--- src/rtl/mem_access_stage_if.sv ---
// Data-memory bus between the MEM-stage load/store unit and the data memory.
//   req    master->slave  transaction request, held for the whole transaction
//   we     master->slave  1 = write
//   addr   master->slave  word-aligned byte address (ADDR_W bits)
//   be     master->slave  byte enables, bit i = byte lane i
//   wdata  master->slave  lane-replicated store data
//   ack    slave->master  transaction complete; rdata valid in the same cycle
//   rdata  slave->master  read word
interface mem_access_stage_if #(
  parameter int unsigned ADDR_W = 32
);
  logic              req;
  logic              we;
  logic [ADDR_W-1:0] addr;
  logic [3:0]        be;
  logic [31:0]       wdata;
  logic              ack;
  logic [31:0]       rdata;

  modport master (output req, we, addr, be, wdata, input ack, rdata);
  modport slave  (input req, we, addr, be, wdata, output ack, rdata);
endinterface

--- src/rtl/mem_access_stage.sv ---
// MEM-stage load/store unit. Turns EX/MEM load/store controls into a req/ack data-memory
// transaction, aligns and sign/zero-extends load data onto memdata, and stalls the pipeline
// until the access has finished. Bus latency is bounded by a timeout.
// Optional feature: define MISALIGN_TRAP_EN to trap misaligned accesses (no bus transaction,
// misalign_err pulse, loads return 0). Undefined: offending low address bits are ignored.
// Ports:
//   clk, rst           clock (rising edge), asynchronous active-high reset
//   mem_read_ex_mem    load in MEM stage
//   mem_write_ex_mem   store in MEM stage (wins when both are set)
//   funct3_ex_mem      size/sign: 000 B, 001 H, 010 W, 100 BU, 101 HU; others as word
//   alu_result_ex_mem  effective address
//   store_data_ex_mem  store source
//   dmem               data-memory bus (master side)
//   memdata            aligned/extended load result to MEM/WB
//   mem_stall          freeze upstream pipeline
//   bus_err            one-cycle pulse on timeout abort
//   misalign_err       one-cycle pulse on trapped misaligned access
module mem_access_stage #(
  parameter int unsigned ADDR_W         = 32,
  parameter int unsigned TIMEOUT_CYCLES = 16
) (
  input  logic                      clk,
  input  logic                      rst,
  input  logic                      mem_read_ex_mem,
  input  logic                      mem_write_ex_mem,
  input  logic [2:0]                funct3_ex_mem,
  input  logic [31:0]               alu_result_ex_mem,
  input  logic [31:0]               store_data_ex_mem,
  mem_access_stage_if.master        dmem,
  output logic [31:0]               memdata,
  output logic                      mem_stall,
  output logic                      bus_err,
  output logic                      misalign_err
);

  localparam int unsigned CntW = $clog2(TIMEOUT_CYCLES + 1);

  typedef enum logic [1:0] {StIdle, StBusy, StDone} state_e;

  state_e            state_q, state_d;
  logic [CntW-1:0]   cnt_q, cnt_d;
  logic [ADDR_W-1:0] addr_q;
  logic              we_q, load_q;
  logic [3:0]        be_q, be_n;
  logic [31:0]       wdata_q, wdata_n;
  logic [2:0]        funct3_q;
  logic [1:0]        off_q, off_n;
  logic [31:0]       memdata_q, memdata_d;
  logic              bus_err_q, bus_err_d;
  logic              access, trap, capture, stall_raw;
  logic [31:0]       shifted;
  logic [31:0]       load_val;

  assign access = mem_read_ex_mem | mem_write_ex_mem;

  // Lane decode. off_n is the effective byte offset with offending low bits forced to 0,
  // so non-trapping misaligned accesses hit the enclosing aligned half/word.
  always_comb begin
    off_n   = 2'b00;
    be_n    = 4'b1111;
    wdata_n = store_data_ex_mem;
    case (funct3_ex_mem[1:0])
      2'b00: begin
        off_n   = alu_result_ex_mem[1:0];
        be_n    = 4'b0001 << alu_result_ex_mem[1:0];
        wdata_n = {4{store_data_ex_mem[7:0]}};
      end
      2'b01: begin
        off_n   = {alu_result_ex_mem[1], 1'b0};
        be_n    = alu_result_ex_mem[1] ? 4'b1100 : 4'b0011;
        wdata_n = {2{store_data_ex_mem[15:0]}};
      end
      default: ;
    endcase
  end

`ifdef MISALIGN_TRAP_EN
  logic misaligned;
  logic misalign_err_q;

  always_comb begin
    case (funct3_ex_mem[1:0])
      2'b00:   misaligned = 1'b0;
      2'b01:   misaligned = alu_result_ex_mem[0];
      default: misaligned = |alu_result_ex_mem[1:0];
    endcase
  end

  assign trap = misaligned;

  always_ff @(posedge clk or posedge rst) begin
    if (rst) misalign_err_q <= 1'b0;
    else     misalign_err_q <= (state_q == StIdle) & access & trap;
  end

  assign misalign_err = misalign_err_q;
`else
  assign trap         = 1'b0;
  assign misalign_err = 1'b0;
`endif

  assign capture = (state_q == StIdle) & access & ~trap;

  // Load extraction: shift the addressed lane down, then extend by size.
  assign shifted = dmem.rdata >> {off_q, 3'b000};

  always_comb begin
    case (funct3_q[1:0])
      2'b00:   load_val = {{24{~funct3_q[2] & shifted[7]}}, shifted[7:0]};
      2'b01:   load_val = {{16{~funct3_q[2] & shifted[15]}}, shifted[15:0]};
      default: load_val = dmem.rdata;
    endcase
  end

  always_comb begin
    state_d   = state_q;
    cnt_d     = cnt_q;
    memdata_d = memdata_q;
    bus_err_d = 1'b0;
    stall_raw = 1'b0;
    case (state_q)
      StIdle: begin
        if (access) begin
          stall_raw = 1'b1;
          state_d   = trap ? StDone : StBusy;
          if (trap && !mem_write_ex_mem) memdata_d = '0;
        end
      end
      StBusy: begin
        stall_raw = 1'b1;
        cnt_d     = cnt_q + 1'b1;
        if (dmem.ack) begin
          state_d = StDone;
          cnt_d   = '0;
          if (load_q) memdata_d = load_val;
        end else if (cnt_q == CntW'(TIMEOUT_CYCLES - 1)) begin
          state_d   = StDone;
          cnt_d     = '0;
          bus_err_d = 1'b1;
          if (load_q) memdata_d = '0;
        end
      end
      StDone:  state_d = StIdle;
      default: state_d = StIdle;
    endcase
  end

  always_ff @(posedge clk or posedge rst) begin
    if (rst) begin
      state_q   <= StIdle;
      cnt_q     <= '0;
      memdata_q <= '0;
      bus_err_q <= 1'b0;
      addr_q    <= '0;
      we_q      <= 1'b0;
      load_q    <= 1'b0;
      be_q      <= '0;
      wdata_q   <= '0;
      funct3_q  <= '0;
      off_q     <= '0;
    end else begin
      state_q   <= state_d;
      cnt_q     <= cnt_d;
      memdata_q <= memdata_d;
      bus_err_q <= bus_err_d;
      if (capture) begin
        addr_q   <= {alu_result_ex_mem[ADDR_W-1:2], 2'b00};
        we_q     <= mem_write_ex_mem;
        load_q   <= ~mem_write_ex_mem;
        be_q     <= be_n;
        wdata_q  <= wdata_n;
        funct3_q <= funct3_ex_mem;
        off_q    <= off_n;
      end
    end
  end

  assign dmem.req   = (state_q == StBusy);
  assign dmem.we    = we_q;
  assign dmem.addr  = addr_q;
  assign dmem.be    = be_q;
  assign dmem.wdata = wdata_q;
  assign memdata    = memdata_q;
  assign bus_err    = bus_err_q;
  // Gated by rst so the upstream freeze releases the instant reset is applied.
  assign mem_stall  = stall_raw & ~rst;

endmodule

--- src/flat_wrapper.sv ---
// flat-port wrapper written by rule: the top's interface ports become plain ports
module mem_access_stage_flat 
#(
  parameter int unsigned ADDR_W         = 32,
  parameter int unsigned TIMEOUT_CYCLES = 16
)
  (clk, rst, mem_read_ex_mem, mem_write_ex_mem, funct3_ex_mem, alu_result_ex_mem, store_data_ex_mem, memdata, mem_stall, bus_err, misalign_err, dmem_req, dmem_we, dmem_addr, dmem_be, dmem_wdata, dmem_ack, dmem_rdata);
  mem_access_stage_if #(.ADDR_W(ADDR_W)) dmem_i ();
  input  logic clk;
  input  logic rst;
  input  logic mem_read_ex_mem;
  input  logic mem_write_ex_mem;
  input  logic [2:0] funct3_ex_mem;
  input  logic [31:0] alu_result_ex_mem;
  input  logic [31:0] store_data_ex_mem;
  output logic [31:0] memdata;
  output logic mem_stall;
  output logic bus_err;
  output logic misalign_err;
  output wire logic [$bits(dmem_i.req)-1:0] dmem_req;
  output wire logic [$bits(dmem_i.we)-1:0] dmem_we;
  output wire logic [$bits(dmem_i.addr)-1:0] dmem_addr;
  output wire logic [$bits(dmem_i.be)-1:0] dmem_be;
  output wire logic [$bits(dmem_i.wdata)-1:0] dmem_wdata;
  input wire logic [$bits(dmem_i.ack)-1:0] dmem_ack;
  input wire logic [$bits(dmem_i.rdata)-1:0] dmem_rdata;
  assign dmem_req = dmem_i.req;
  assign dmem_we = dmem_i.we;
  assign dmem_addr = dmem_i.addr;
  assign dmem_be = dmem_i.be;
  assign dmem_wdata = dmem_i.wdata;
  assign dmem_i.ack = dmem_ack;
  assign dmem_i.rdata = dmem_rdata;
  mem_access_stage #(.ADDR_W(ADDR_W), .TIMEOUT_CYCLES(TIMEOUT_CYCLES)) u_core (.clk(clk), .rst(rst), .mem_read_ex_mem(mem_read_ex_mem), .mem_write_ex_mem(mem_write_ex_mem), .funct3_ex_mem(funct3_ex_mem), .alu_result_ex_mem(alu_result_ex_mem), .store_data_ex_mem(store_data_ex_mem), .dmem(dmem_i), .memdata(memdata), .mem_stall(mem_stall), .bus_err(bus_err), .misalign_err(misalign_err));
endmodule
--- config.mk ---
export PLATFORM = sky130hd
export DESIGN_NAME = mem_access_stage_flat
export DESIGN_NICKNAME = d
export VERILOG_FILES = /design/src/rtl/mem_access_stage_if.sv /design/src/rtl/mem_access_stage.sv /design/src/flat_wrapper.sv
export SDC_FILE = /design/constraint.sdc
export NUM_CORES = 1
export LEC_CHECK = 0
export ABC_AREA = 1
export ABC_CLOCK_PERIOD_IN_PS = 3500
export CAP_MARGIN = 20
export CORE_ASPECT_RATIO = 0.9
export CORE_MARGIN = 10
export CORE_UTILIZATION = 40
export CTS_CLUSTER_DIAMETER = 100
export DETAILED_ROUTE_END_ITERATION = 6
export HOLD_SLACK_MARGIN = 0.08
export PLACE_DENSITY = 0.85
export SLEW_MARGIN = 30
export SYNTH_ARGS = -nofsm -noshare
export SYNTH_HDL_FRONTEND = slang
export SYNTH_SLANG_ARGS = --single-unit
--- constraint.sdc ---
create_clock -name clk -period 3.5 [get_ports clk]
set_input_delay 0.35 -clock clk [delete_from_list [all_inputs] [get_ports clk]]
set_output_delay 0.35 -clock clk [all_outputs]
set_load 0.02 [all_outputs]
==> results of run 1 <==
## kinds of logic (layout without fill, tap and decap cells)
group	after synthesis	count (layout)
XOR/XNOR	1	1
AO/OA/AOI/OAI	115	115
AND/OR/NAND/NOR	377	377
buffers and inverters	86	293
other	1	3
flip-flops	113	113
adder cells (fa/ha/maj)	1	1
## per-layer routing
layer	vias up	part of all wire [%]	GRT usage, %
met3	25	13	12.2
met1	2508	41	23.4
li1	2585	-	-
met4	0	1.6	6.73
met2	264	45	32.2
met5	-	0	0
## where the power goes
group / internal [uW] / switching (uW) / leakage [uW]
Clock: 1150 / 609 / 0.000290
Combinational: 1510 / 2130 / 0.00222
Sequential: 1910 / 388 / 0.00140
Total: 4560 / 3130 / 0.00391
## state kept, by name, indices dropped and copies added (netlist names)
signal / flops
u_core.dmem.wdata: 32
u_core.load_q: 1
u_core.dmem.addr: 30
u_core.off_q: 2
u_core.memdata: 32
u_core.cnt_q: 5
u_core.dmem.we: 1
u_core.bus_err: 1
u_core.dmem.be: 4
u_core.state_q: 2
u_core.funct3_q: 3
## final timing paths
kind	end	depth (start not counted)	slack, ns	start
setup / recovery	mem_stall	4	1.27	u_core.state_q[1]
hold / removal	u_core.state_q[0]	2	0.38	rst
setup reg to reg	u_core.memdata[10]	8	1.35	u_core.off_q[0]
hold reg to reg	u_core.dmem.addr[5]	2	0.47	u_core.dmem.addr[5]
max in group asynchronous	u_core.dmem.addr[5]	3	2.36	rst
min in group clk	u_core.dmem.addr[5]	2	0.47	u_core.dmem.addr[5]
## synthesized netlist by cell type
cell	count
buf_6	2
o21a_1	2
buf_4	4
nand4_1	1
o21ai_1	1
a41oi_1	1
clkbuf_1	12
nor2_2	2
a31oi_1	1
inv_1	44
nor4_1	1
a21oi_2	1
inv_2	3
buf_1	2
nor3_1	1
o21ai_0	45
ha_1	1
nand2_2	2
o211ai_1	6
nand2_1	306
xnor2_1	1
or2_2	1
clkinv_1	1
nor2_1	32
dfrtp_1	113
conb_1	1
a21oi_1	58
buf_2	18
nand3b_1	1
nand3_1	30
## cell type report
type                       instances  share of cell area (%)
clock buffer                      22                    5.76
clock inverter                    10                    1.66
inverter                          48                    2.27
multi-input combinational        497                    26.3
sequential                       113                    35.1
tap                              164                    2.55
timing repair buffer             213                    26.4
## per-stage QoR
stage | setup slack [ns] | std cells | hold WS, ns | cell area, um^2 | power (uW)
floorplan | 0.163 | 696 | 0.423 | 5320 | 4250
global placement | 1.22 | 1035 | 0.453 | 7460 | 5890
detailed placement | 1.26 | 1035 | 0.457 | 7460 | 5960
CTS | 1.24 | 1067 | 0.412 | 8060 | 7770
global route | 1.12 | 1067 | 0.427 | 8060 | 8220
finish | 1.27 | 1067 | 0.376 | 8060 | 7690
==> metrics.txt, run 1 <==
Initial Utilization 41.4%; port bufs 205; Post-Syn Area per Cell 7.65 um^2; worst-path cell with the longest stage delay clkdlybuf4s50_1; Maximum Capacitance Violations 0; final worst path period need 2.23 ns; drt first-iter violations 489; Mapped Cells 694; FP Rows 39; DR vias 5382; share of cells above drive strength 1 5.43%; Pwr Density 955 nW/um^2; YS warnings 0; RSZ-0062 raised after global routing false; Final Wtd Congestion 0.895; # setup viols final 0; CTS buffer count 17; post-synth top area share 53.3%; Tcrit/Tclk final 63.6%; initial antenna violation count 0; post-synthesis compound-gate area fraction 11.4%; crit-path leading delay family buffers and inverters; commonest non-fill, non-tap cell in the layout nand2_1; synth unique cells 30; synthesized cell area 5310 um^2; I/O Pins 209; root buffer cell clkbuf_16; via/cell ratio 5.04; post_cts resized 0; CTS Hold Bufs 0; Worst-Skew Late Latency 0.42 ns; TritonCTS clock tree built; flops & latches, synth 113; Crit Path Max Fanout 8; adder-cell share of the synthesized area 0.236%; H-tree Lvls 4; element type at the critical path start flip-flop; Static Leak 0.00391 uW; fin util 62.8%; Chip Width 141 um; DRC violation count after routing 0; Final Skew 0.0110 ns; Post-Synth XOR/XNOR Area 0.165%; Least-Margin Pin Slew 0.727 ns; max incr delay on CP 0.63 ns; Filler cells 1100; dominant cells by area after synthesis dfrtp_1 53%, nand2_1 22%, a21oi_1 5.5%; data arrival time of the worst path 1.88 ns; Ant. Diodes 0; Hold Vio Cnt, Final 0; first-pass GRT wire length 29800 um; CP Capture Type output port; Seq/Total Area, Yosys 53.3%; Min-Delay Path Class input port to asynchronous set/reset pin; Total Wirelength 18700 um; Die Area 18300 um^2; Synth Area in Simple Gates 27.8%; Initial DRT Pass Iterations 5; Critical Path, Cell by Cell inv_1 -> nand2_1 -> a21oi_1 -> clkdlybuf4s50_1; Post-DRT Antenna Nets 0; area of the multi-input gates 2120 um^2; area delta synth->final 51.9%; post-synthesis mux area share 0%; leading area contributor after synthesis dfrtp_1; GRT Total Usage 20.7%; most frequent cells in the layout 305 x nand2_1, 205 x clkdlybuf4s50_1, 113 x dfrtp_1; Worst slew margin 51.5%; Reg area 2830 um^2; crit path buf inv count 2; Clock transition at path regs 0.05 ns; Post-CTS Setup Bufs 0; die height 129 um; Core ar. 12800 um^2; status finished, final reports clean; Peak VDD IR 0.000566 V; Fin Setup TNS 0 ns; clk sinks 113; Max Slew Vio Count 0; post-DP HPWL 13600 um; WP data required 3.15 ns; largest net degree at the start of global routing 69; GR Overflow Total 0; nets 995; fmax 449 MHz; number of global-route vias before repair 5606; Clock Tree Buf Depth 2; kind of critical path flip-flop to output port; largest family of logic cells by synthesized area simple AND/OR/NAND/NOR gates; wire length per cell 17.5 um
(Power assumes the default switching activity.)
==> run 2, diff against run 1 <==
--- a/config.mk
+++ b/config.mk
@@ -6,15 +6,15 @@
 export NUM_CORES = 1
 export LEC_CHECK = 0
 export ABC_AREA = 1
-export ABC_CLOCK_PERIOD_IN_PS = 3500
+export ABC_CLOCK_PERIOD_IN_PS = 2100
 export CAP_MARGIN = 20
 export CORE_ASPECT_RATIO = 0.9
 export CORE_MARGIN = 10
-export CORE_UTILIZATION = 40
+export CORE_UTILIZATION = 44
 export CTS_CLUSTER_DIAMETER = 100
 export DETAILED_ROUTE_END_ITERATION = 6
 export HOLD_SLACK_MARGIN = 0.08
-export PLACE_DENSITY = 0.85
+export PLACE_DENSITY = 0.89
 export SLEW_MARGIN = 30
 export SYNTH_ARGS = -nofsm -noshare
 export SYNTH_HDL_FRONTEND = slang
==> constraint.sdc (replaced) <==
create_clock -name clk -period 2.1 [get_ports clk]
set_input_delay 0.21 -clock clk [delete_from_list [all_inputs] [get_ports clk]]
set_output_delay 0.21 -clock clk [all_outputs]
set_load 0.02 [all_outputs]
==> run 2 against run 1 <==
  * Wire length about the same
  * Worst hold slack got worse by 0.15 ns
  * Worst setup slack got worse by 1.1 ns
  * Clock skew decreased by 0.0028 ns
  * Largest cell class unchanged
  * Highest routed layer unchanged
==> metrics.txt, run 2 (synthesis gave the netlist of run 1 again) <==
H-tree Lvls 4 (unchanged); final worst path period need 1.96 ns; post-DP HPWL 13600 um (about the same); final std cells w/o fill 1074 (was 1067); Fin Setup TNS 0 ns (unchanged); Max Slew Vio Count 0 (unchanged); post_cts resized 1 (was 0); Pwr Density 1600 nW/um^2 (was 955 nW/um^2); Min-Delay Path Class input port to asynchronous set/reset pin (unchanged); Least-Margin Pin Slew 0.527 ns (was 0.727 ns); GR Overflow Total 0 (unchanged); Die Area 16900 um^2 (was 18300 um^2); clk sinks 113 (unchanged); Worst-Skew Late Latency 0.41 ns (was 0.42 ns); via/cell ratio 5.13 (was 5.04); initial antenna violation count 0 (unchanged); Maximum Capacitance Violations 0 (unchanged); share of cells above drive strength 1 7.19% (was 5.43%); CTS Hold Bufs 0 (unchanged); Initial Utilization 45.7% (was 41.4%); DRC violation count after routing 0 (unchanged); element type at the critical path start flip-flop (unchanged); Peak VDD IR 0.00107 V (was 0.000566 V); commonest non-fill, non-tap cell in the layout nand2_1 (unchanged); drt first-iter violations 566 (was 489); CTS buffer count 17 (unchanged); area delta synth->final 54.8% (was 51.9%); WP data required 1.89 ns (was 3.15 ns); Clock Tree Buf Depth 2 (unchanged); Final Skew 0.00822 ns (was 0.0110 ns); CP Capture Type output port (unchanged); # setup viols final 0 (unchanged); largest net degree at the start of global routing 56 (was 69); Chip Width 136 um (was 141 um); Core ar. 11600 um^2 (was 12800 um^2); GRT Total Usage 22.1% (was 20.7%); I/O Pins 209 (unchanged); Post-CTS Setup Bufs 0 (unchanged); Static Leak 0.00399 uW (was 0.00391 uW); Post-DRT Antenna Nets 0 (unchanged); FP Rows 37 (was 39); Initial DRT Pass Iterations 6 (was 5); first-pass GRT wire length 29300 um (was 29800 um); Ant. Diodes 0 (unchanged); data arrival time of the worst path 1.75 ns (was 1.88 ns); fmax 509 MHz; most frequent cells in the layout 305 x nand2_1, 204 x clkdlybuf4s50_1, 113 x dfrtp_1 (was 305 x nand2_1, 205 x clkdlybuf4s50_1, 113 x dfrtp_1); die height 124 um (was 129 um); nets 1010 (was 995); R2R depth 11 (was 8); Final Wtd Congestion 0.946 (was 0.895); number of global-route vias before repair 5548 (was 5606); port bufs 205 (unchanged); RSZ-0062 raised after global routing false (unchanged); kind of critical path flip-flop to output port (unchanged); DR vias 5507 (was 5382); Hold Vio Cnt, Final 0 (unchanged); Clock transition at path regs 0.06 ns (was 0.05 ns); placed insts 1042 (was 1035); Worst slew margin 64.8% (was 51.5%); status finished, final reports clean (unchanged); TritonCTS clock tree built (unchanged); Tcrit/Tclk final 93.5%; Crit Path Max Fanout 8 (unchanged); wire length per cell 17.4 um (was 17.5 um); root buffer cell clkbuf_16 (unchanged); Total Wirelength 18700 um (about the same)
[run 2: worst max-delay path, stage by stage (launching register included)]
cell	delay (ns)
dfrtp_1	0.36
inv_1	0.10
nand2_2	0.13
inv_2	0.13
clkdlybuf4s50_1	0.62
[run 2: stage by stage]
stage / hold slack (ns) / util, % / setup slack, ns / area (um^2) / power, uW
global placement: 0.454 / 65.3 / 0.317 / 7590 / 9920
CTS: 0.228 / 70.7 / 0.0295 / 8220 / 13200
global route: 0.250 / 70.7 / 0.0618 / 8220 / 13900
floorplan: 0.283 / - / 0.519 / 5320 / 7090
detailed placement: 0.460 / 65.3 / 0.299 / 7590 / 10100
finish: 0.227 / 70.7 / 0.136 / 8220 / 13100
[run 2: per-layer routing]
| layer | GRT usage, % | vias up | share of wire, % |
|---|---|---|---|
| met2 | 34.8 | 294 | 46 |
| met3 | 11.4 | 24 | 14 |
| met5 | 0 | - | 0 |
| li1 | - | 2605 | - |
| met1 | 25.7 | 2584 | 39 |
| met4 | 7.12 | 0 | 1.7 |
[run 2: power breakdown]
group	switching [uW]	leakage, uW	internal [uW]
combinational	3610	0.00230	2650
clock	1030	0.000292	2010
sequential	632	0.00140	3180
total	5270	0.00399	7840
[run 2: worst paths after layout]
| path | startpoint | to | slack, ns |
|---|---|---|---|
| worst max-delay path | u_core.state_q[1] | dmem_req | 0.14 |
| worst min-delay path | rst | u_core.dmem.wdata[10] | 0.23 |
| min in group clk | alu_result_ex_mem[28] | u_core.dmem.addr[28] | 0.33 |
| worst max register to register | u_core.cnt_q[0] | u_core.memdata[4] | 0.37 |
| max in group asynchronous | rst | u_core.dmem.addr[26] | 1.25 |
| worst min register to register | u_core.memdata[1] | u_core.memdata[1] | 0.47 |
[run 2: layout make-up]
type,count,area [um^2]
multi-input cells,497,2120
clock inverters,13,185
repair buffers,228,2260
clock buffers,19,443
fillers,864,3400
well taps,156,195
flip-flops and latches,113,2830
inverters,48,184
==> run 3, diff against run 2 <==
==> constraint.sdc (replaced) <==
create_clock -name clk -period 2.1 [get_ports clk]
set_input_delay 0.42 -clock clk [delete_from_list [all_inputs] [get_ports clk]]
set_output_delay 0.42 -clock clk [all_outputs]
set_load 0.02 [all_outputs]
==> run 3 against run 2 <==
  * Clock skew increased by 0.0012 ns
  * Largest power group unchanged
  * Flip-flop and latch count did not move
  * Sequential power barely moved
  * Maximum frequency down 0.43%
  * Register-to-register slack about the same
  * Worst setup slack worse by 0.0084 ns
  * Global-route usage up 0.49 points
  * Die area unchanged
  * Power increased by 1.8%
  * Design area increased by 0.49%
  * Final cell count unchanged
  * Clock power is 6% higher
==> metrics.txt, run 3 (synthesis gave the netlist of run 1 again) <==
reg-to-reg setup timing slack 0.38 ns (was 0.37 ns); Initial Utilization 45.7% (unchanged); Tcrit/Tclk final 93.9% (was 93.5%); Crit Path Max Fanout 8 (unchanged); Final Skew 0.00939 ns (was 0.00822 ns); drt first-iter violations 524 (was 566); I/O Pins 209 (unchanged); Core ar. 11600 um^2 (unchanged); Chip Width 136 um (unchanged); Peak VDD IR 0.00117 V (was 0.00107 V); Die Area 16900 um^2 (unchanged); DR vias 5465 (was 5507); FP Rows 37 (unchanged); Post-CTS Setup Bufs 0 (unchanged); CP Capture Type output port (unchanged); status finished, final reports clean (unchanged); Clock transition at path regs 0.05 ns (was 0.06 ns); Initial DRT Pass Iterations 5 (was 6); Design Area, Final 8260 um^2 (was 8220 um^2); Total Wirelength 19100 um (was 18700 um); Critical Path, Cell by Cell inv_1 -> nand2_1 -> inv_2 -> dlygate4sd2_1 (was inv_1 -> nand2_2 -> inv_2 -> clkdlybuf4s50_1); root buffer cell clkbuf_16 (unchanged); Hold EP u_core.memdata[2]; post-DP HPWL 13400 um (was 13600 um); Fin Setup TNS 0 ns (unchanged); clk sinks 113 (unchanged); H-tree Lvls 4 (unchanged); # setup viols final 0 (unchanged); TritonCTS clock tree built (unchanged); element type at the critical path start flip-flop (unchanged); fin util 71.1% (was 70.7%); share of cells above drive strength 1 7.19% (unchanged); hold path cells 2; max incr delay on CP 0.36 ns (was 0.62 ns); port bufs 205 (unchanged); CTS buffer count 17 (unchanged); crit path buf inv count 3 (unchanged); R2R depth 11 (unchanged); DRC violation count after routing 0 (unchanged); Pwr Density 1620 nW/um^2 (was 1600 nW/um^2); Hold Vio Cnt, Final 0 (unchanged); crit-path leading delay family buffers and inverters (unchanged); initial antenna violation count 0 (unchanged); Post-DRT Antenna Nets 0 (unchanged); R2R Path Start u_core.cnt_q[0] (unchanged); hold path start u_core.memdata[2]; largest net degree at the start of global routing 82 (was 56); data arrival time of the worst path 1.55 ns (was 1.75 ns); die height 124 um (unchanged); GR Overflow Total 0 (unchanged); Static Leak 0.00404 uW (was 0.00399 uW); kind of critical path flip-flop to output port (unchanged); Clock Tree Buf Depth 2 (unchanged); Placed Area 7600 um^2 (was 7590 um^2); area of the multi-input gates 2120 um^2 (about the same); Max Slew Vio Count 0 (unchanged); number of global-route vias before repair 5645 (was 5548); Reg area 2830 um^2 (unchanged); fmax 507 MHz (was 509 MHz); CTS Hold Bufs 0 (unchanged); worst reg2reg path endpoint u_core.memdata[15] (was u_core.memdata[4]); RSZ-0062 raised after global routing false (unchanged); nets 1010 (unchanged); WP data required 1.68 ns (was 1.89 ns); first-pass GRT wire length 30000 um (was 29300 um); most frequent cells in the layout 306 x nand2_1, 203 x clkdlybuf4s50_1, 113 x dfrtp_1 (was 305 x nand2_1, 204 x clkdlybuf4s50_1, 113 x dfrtp_1); worst-path cell with the longest stage delay dfrtp_1 (was clkdlybuf4s50_1); Filler cells 838 (was 864); Min-Delay Path Class flip-flop to flip-flop (was input port to asynchronous set/reset pin); Maximum Capacitance Violations 0 (unchanged); final worst path period need 1.97 ns (was 1.96 ns); GRT Total Usage 22.6% (was 22.1%); commonest non-fill, non-tap cell in the layout nand2_1 (unchanged); Ant. Diodes 0 (unchanged); Worst-Skew Late Latency 0.40 ns (was 0.41 ns); via/cell ratio 5.09 (was 5.13); Final Wtd Congestion 0.891 (was 0.946); area delta synth->final 55.6% (was 54.8%); wire length per cell 17.7 um (was 17.4 um)
-- run 3: cell types whose count changed in the layout (fill, tap and decap cells not counted), sizes merged --
cell,before,now
clkinvlp,6,1
clkbuf,19,23
clkinv,4,6
bufinv,4,5
clkdlybuf4s50,204,203
inv,47,46
-- run 3: layout make-up --
| type | instances | share of cell area [%] |
|---|---|---|
| Multi-Input combinational cell | 497 | 25.7 |
| Tap cell | 156 | 2.36 |
| Clock buffer | 22 | 5.86 |
| Sequential cell | 113 | 34.2 |
| Clock inverter | 10 | 2.17 |
| Timing Repair Buffer | 228 | 27.5 |
| Inverter | 48 | 2.23 |
-- run 3: power by group --
part | total (uW) | internal (uW) | switching [uW]
Clock | 3220 | 2230 | 997
Combinational | 6330 | 2670 | 3660
Sequential | 3790 | 3180 | 617
Total | 13300 | 8070 | 5270
-- run 3: how the worst max path moves through the flow --
stage / startpoint / endpoint / cells after the start
finish: u_core.state_q[1] / dmem_req / 4
global route: u_core.state_q[1] / dmem_req / 4
global placement: mem_write_ex_mem / mem_stall / 4
floorplan: rst / u_core.bus_err / 1
CTS: u_core.state_q[1] / mem_stall / 4
detailed placement: mem_write_ex_mem / mem_stall / 4
-- run 3: per-stage QoR --
step                setup slack, ns  power (uW)  std cells  hold WS [ns]
finish                        0.127       13300       1074         0.468
global route                 0.0160       14200       1074         0.493
CTS                          0.0461       13400       1074         0.472
detailed placement           -0.103       10100       1042         0.458
global placement            -0.0470        9950       1042         0.452
floorplan                     0.309        7090        696         0.456
-- run 3: worst min-delay path, cell delays in order (launching register included) --
cell and delay [ns]:
dfrtp_1 0.34, nand2_1 0.05, nand2_1 0.04
-- run 3: metal layers --
| metal | vias to the layer above | part of all wire, % | global-route usage [%] |
|---|---|---|---|
| li1 | 2605 | - | - |
| met1 | 2531 | 37 | 25.3 |
| met2 | 303 | 47 | 36.3 |
| met3 | 26 | 14 | 12.5 |
| met4 | 0 | 2.0 | 6.85 |
| met5 | - | 0 | 0 |
-- run 3: what timing repair did --
action | CTS | global route
hold endpoints to repair | 0 | 0
resized for setup | 2 | 2
setup endpoints to repair | 2 | 1
